===== config.mk =====
export PLATFORM = sky130hd
export DESIGN_NAME = unit_fb_trigger
export DESIGN_NICKNAME = d
export VERILOG_FILES = /design/src/rtl/unit_fb_trigger.sv
export SDC_FILE = /design/constraint.sdc
export NUM_CORES = 1
export LEC_CHECK = 0
export BUFFER_PORTS_ARGS = -buffer_cell sky130_fd_sc_hd__buf_2
export CORE_ASPECT_RATIO = 0.5
export CORE_MARGIN = 2
export CORE_UTILIZATION = 35
export DETAILED_ROUTE_END_ITERATION = 12
export HOLD_SLACK_MARGIN = 0.08
export PLACE_DENSITY = 0.51
export SLEW_MARGIN = 20
export SYNTH_ARGS = -nofsm -noshare
export SYNTH_HDL_FRONTEND = slang
export SYNTH_SLANG_ARGS = --single-unit

===== constraint.sdc =====
create_clock -name clk -period 3 [get_ports clk]
set_clock_uncertainty 0.15 [all_clocks]
set_input_delay 0.3 -clock clk [delete_from_list [all_inputs] [get_ports clk]]
set_output_delay 0.3 -clock clk [all_outputs]
set_load 0.01 [all_outputs]

===== src/rtl/unit_fb_trigger.sv =====
// unit_fb_trigger: closed-loop feedback trigger.
// Fires a fixed-width pulse when a spike from the host-selected unit arrives,
// then holds off further triggers for a refractory window. Hits and dropped
// (lockout) target spikes are counted with saturating counters.
module unit_fb_trigger #(
  parameter int ID_W       = 16,
  parameter int PULSE_CYC  = 25000,
  parameter int REFRAC_CYC = 250000,
  parameter int CNT_W      = 16
) (
  input  logic             clk,
  input  logic             rst_n,
  input  logic [ID_W-1:0]  target_unit_id,
  input  logic             fb_en,
  input  logic             spk_valid,
  input  logic [ID_W-1:0]  spk_unit_id,
  input  logic             clr_cnt,
  output logic             fb_pulse,
  output logic             fb_busy,
  output logic [CNT_W-1:0] hit_cnt,
  output logic [CNT_W-1:0] miss_cnt
);

  // One down-counter serves both the pulse and the refractory phase, so it is
  // sized for the longer of the two.
  localparam int MAX_CYC = (PULSE_CYC > REFRAC_CYC) ? PULSE_CYC : REFRAC_CYC;
  localparam int TIMER_W = (MAX_CYC > 0) ? $clog2(MAX_CYC + 1) : 1;

  localparam logic [TIMER_W-1:0] PULSE_LOAD  = TIMER_W'(PULSE_CYC - 1);
  // REFRAC_CYC == 0 skips the refractory state entirely; the load value is
  // then never used but must still be a legal non-negative constant.
  localparam logic [TIMER_W-1:0] REFRAC_LOAD = TIMER_W'((REFRAC_CYC > 0) ? REFRAC_CYC - 1 : 0);
  localparam bit                 HAS_REFRAC  = (REFRAC_CYC > 0);

  typedef enum logic [1:0] {
    ST_IDLE   = 2'd0,
    ST_PULSE  = 2'd1,
    ST_REFRAC = 2'd2
  } state_t;

  state_t             state_q, state_d;
  logic [TIMER_W-1:0] timer_q, timer_d;
  logic               pulse_q, pulse_d;
  logic               busy_q,  busy_d;
  logic [CNT_W-1:0]   hit_cnt_q,  hit_cnt_d;
  logic [CNT_W-1:0]   miss_cnt_q, miss_cnt_d;

  logic match;
  logic hit_inc;
  logic miss_inc;

  // An all-ones target is the host's "disabled" code and never matches.
  assign match = spk_valid & fb_en
               & (spk_unit_id == target_unit_id)
               & (target_unit_id != {ID_W{1'b1}});

  // Next-state and timer: a match only starts a pulse from IDLE; dropping
  // fb_en while busy aborts straight back to IDLE.
  always_comb begin
    state_d  = state_q;
    timer_d  = timer_q;
    hit_inc  = 1'b0;
    miss_inc = 1'b0;
    unique case (state_q)
      ST_IDLE: begin
        if (match) begin
          state_d = ST_PULSE;
          timer_d = PULSE_LOAD;
          hit_inc = 1'b1;
        end
      end
      ST_PULSE: begin
        miss_inc = match;
        if (!fb_en) begin
          state_d = ST_IDLE;
          timer_d = '0;
        end else if (timer_q == '0) begin
          if (HAS_REFRAC) begin
            state_d = ST_REFRAC;
            timer_d = REFRAC_LOAD;
          end else begin
            state_d = ST_IDLE;
          end
        end else begin
          timer_d = timer_q - TIMER_W'(1);
        end
      end
      ST_REFRAC: begin
        miss_inc = match;
        if (!fb_en) begin
          state_d = ST_IDLE;
          timer_d = '0;
        end else if (timer_q == '0) begin
          state_d = ST_IDLE;
        end else begin
          timer_d = timer_q - TIMER_W'(1);
        end
      end
      default: begin
        state_d = ST_IDLE;
        timer_d = '0;
      end
    endcase
  end

  // Outputs are decoded from the next state and registered, so the pins come
  // straight off flops and cannot glitch.
  always_comb begin
    pulse_d = (state_d == ST_PULSE);
    busy_d  = (state_d == ST_PULSE) || (state_d == ST_REFRAC);
  end

  // Saturating counters; a clear wins over an increment in the same cycle.
  always_comb begin
    hit_cnt_d  = hit_cnt_q;
    miss_cnt_d = miss_cnt_q;
    if (clr_cnt) begin
      hit_cnt_d  = '0;
      miss_cnt_d = '0;
    end else begin
      if (hit_inc && (hit_cnt_q != {CNT_W{1'b1}})) begin
        hit_cnt_d = hit_cnt_q + CNT_W'(1);
      end
      if (miss_inc && (miss_cnt_q != {CNT_W{1'b1}})) begin
        miss_cnt_d = miss_cnt_q + CNT_W'(1);
      end
    end
  end

  // State, timer, output and counter registers; reset asserts asynchronously
  // so the feedback output drops without waiting for a clock.
  always_ff @(posedge clk or negedge rst_n) begin
    if (!rst_n) begin
      state_q    <= ST_IDLE;
      timer_q    <= '0;
      pulse_q    <= 1'b0;
      busy_q     <= 1'b0;
      hit_cnt_q  <= '0;
      miss_cnt_q <= '0;
    end else begin
      state_q    <= state_d;
      timer_q    <= timer_d;
      pulse_q    <= pulse_d;
      busy_q     <= busy_d;
      hit_cnt_q  <= hit_cnt_d;
      miss_cnt_q <= miss_cnt_d;
    end
  end

  assign fb_pulse = pulse_q;
  assign fb_busy  = busy_q;
  assign hit_cnt  = hit_cnt_q;
  assign miss_cnt = miss_cnt_q;

endmodule

==> impl_metrics.env <==
export IMPL_wl_per_cell_um=15.3
export IMPL_area_delta_synth_final_pct=21.3
export IMPL_cts_root_buf="clkbuf_16"
export IMPL_required_ns=3.06
export IMPL_postCtsSetupBuffers=0
export IMPL_clkSinkCount=54
export IMPL_cts_made_buffers=5
export IMPL_netlist_top_cells_count="54 x dfrtp_1, 43 x o21ai_0, 32 x nor2_1"
export IMPL_drt_iter0_markers=216
export IMPL_hold_violations=0
export IMPL_hold_class="input pin to register"
export IMPL_clockBufferDepth=2
export IMPL_final_period_utilization_pct=89.5
export IMPL_final_nets=524
export IMPL_synth_edf_count=0
export IMPL_rsz0062_at_grt="false"
export IMPL_cts_tree="done"
export IMPL_netlist_cell_type_count=46
export IMPL_drt_pass1_iter_count=5
export IMPL_worstSkewPairLatency_ns=0.30
export IMPL_grt_usage_pct=18.5
export IMPL_hold_ws_ns=0.323
export IMPL_cp_start_kind="input pin"
export IMPL_nFillCells=970
export IMPL_synth_async_reset_ratio_pct=100
export IMPL_place_gp_congestion=0.838
export IMPL_fp_coreArea_um2=9540
export IMPL_route_detailed_drc=0
export IMPL_drt_total_wl_mm=9.40
export IMPL_setup_violations=0
export IMPL_die_y_um=74.3
export IMPL_power_density_nw_per_um2=409
export IMPL_final_max_slew_violation_count=0
export IMPL_drv_cap=0
export IMPL_critPathCaptureType="register"
export IMPL_synthFlopType="dfrtp_1"
export IMPL_grt_overflow=0
export IMPL_dieArea_um2=10700
export IMPL_dp_cells=605
export IMPL_synth_area_leaders="dfrtp_1 39%, o21ai_0 6.2%, nand4_1 4.0%, xnor2_1 3.8%, a21oi_1 3.5%"
export IMPL_p_leak_nw=1.86
export IMPL_portBuffers=70
export IMPL_yosysMostFrequentCell="dfrtp_1"
export IMPL_ir_drop_mv=0.199
export IMPL_layout_drive_gt1_share_pct=23.0
export IMPL_num_rows=25
export IMPL_crit_arrival_ns=2.75
export IMPL_status="completed"
export IMPL_ys_seq_area_share_pct=39.1
export IMPL_syn_area_um2=3460
export IMPL_vias=3363
export IMPL_syn_instance_count=399
export IMPL_grt_max_degree=55
export IMPL_fin_tns_setup_ns=0
export IMPL_cts_clk_slew_worst_paths_ns=0.07
export IMPL_cp_max_fo=10
export IMPL_crit_type="input pin to register"
export IMPL_period_minus_slack_ns=2.68
export IMPL_worstMarginPinSlew_ns=1.04
export IMPL_dp_hpwl_mm=6.81
export IMPL_chipWidth_um=145
export IMPL_h_tree_depth=2
export IMPL_num_io_pins=71
export IMPL_grt_pass1_wl_mm=15.7
export IMPL_synth_top_area_share_pct=39.1
export IMPL_fmax_ghz=0.372
export IMPL_syn_area_per_cell_um2=8.67
export IMPL_slew_headroom_pct=30.3
export IMPL_diodes=0
export IMPL_vias_per_cell=5.49
export IMPL_final_cells=613
export IMPL_syn_num_nets=445
export IMPL_ant_nets=0
export IMPL_cts_resized=0
export IMPL_yosys_warnings=0
export IMPL_ys_ff_latch=54
export IMPL_grt_pass1_vias=3098
export IMPL_synth_largest_area_cell="dfrtp_1"
export IMPL_initial_core_util_pct=36.3
export IMPL_antenna_found_initial=0
## layer usage
metal | wire (um) | part of all wire (%) | track usage [%] | vias to the layer above
met5 | 0 | 0 | 0 | -
li1 | - | - | - | 1659
met1 | 4800 | 51 | 26.9 | 1628
met4 | 40 | 0.43 | 2.80 | 0
met2 | 4110 | 44 | 29.2 | 72
met3 | 450 | 4.8 | 4.12 | 4
## power breakdown
| part | switching [W] | total, W | internal, W |
|---|---|---|---|
| clock network | 0.000262 | 0.000569 | 0.000307 |
| registers | 0.0000186 | 0.000764 | 0.000746 |
| logic | 0.000249 | 0.000384 | 0.000136 |
## layout make-up
cell class | instances | area (um^2) | area share (%)
Clock buffer | 7 | 133 | 3.16
Inverter | 9 | 33.8 | 0.805
Multi-Input combinational cell | 322 | 2010 | 48.0
Sequential cell | 54 | 1350 | 32.2
Tap cell | 135 | 169 | 4.02
Timing Repair Buffer | 86 | 498 | 11.9
## sequential cells by signal, summed over array words and instances, names as in the netlist
register	cells
state_q	2
timer_q	18
fb_busy	1
hit_cnt	16
fb_pulse	1
miss_cnt	16
## through the flow
step           area (um^2)  setup slack [ns]  power, W  utilization [%]
6_report              4200             0.315   0.00172             44.0
5_1_grt               4200            0.0686   0.00182             44.0
4_1_cts               4200             0.304   0.00173             44.0
3_5_place_dp          4060           0.00444   0.00116             42.5
3_3_place_gp          4060            0.0635   0.00116             42.5
2_1_floorplan         3460             0.222   0.00101                -
## placed cells by master (no fill, tap or decap), types with 10 or more instances in the layout
master / instances
buf_2: 70
nor4_1: 18
nand4_1: 22
o21ai_0: 43
o31ai_1: 10
nor3_1: 14
buf_4: 13
or3_1: 11
nor2_1: 32
xnor2_1: 15
nand3_1: 13
a21oi_1: 24
nor2b_1: 13
nand2_1: 23
dfrtp_1: 54
## final timing paths
check                                to       startpoint  slack (ns)  cells after the start
max                         hit_cnt[11]  spk_unit_id[14]        0.32                      7
min                          state_q[1]            fb_en        0.32                      4
max reg2reg                  timer_q[8]       timer_q[3]        0.34                      6
min reg2reg                 timer_q[11]      timer_q[11]        0.37                      2
max in group asynchronous  miss_cnt[12]            rst_n        2.05                      3
min in group asynchronous    timer_q[3]            rst_n        0.38                      3
## worst max-delay path, stage by stage
cell	delay, ns
buf_2	0.10
xor2_1	0.16
or4_1	0.51
or4_4	0.53
or3_4	0.45
or4_1	0.52
a21oi_1	0.16
## logic make-up after synthesis
| kind of cell | count (synthesis) | synth area share (%) |
|---|---|---|
| adder cells (fa/ha/maj) | 9 | 3.26 |
| AND/OR/NAND/NOR | 177 | 28.1 |
| buffers and inverters | 23 | 2.75 |
| AO/OA/AOI/OAI | 106 | 18.6 |
| XOR/XNOR | 20 | 5.06 |
| flip-flops | 54 | 39.1 |
| multiplexers | 10 | 3.22 |
## timing repair
action	CTS	global route
setup endpoints to repair	0	0
hold buffers	1	0
endpoints found under the hold margin	54	0
(Power assumes the default switching activity.)
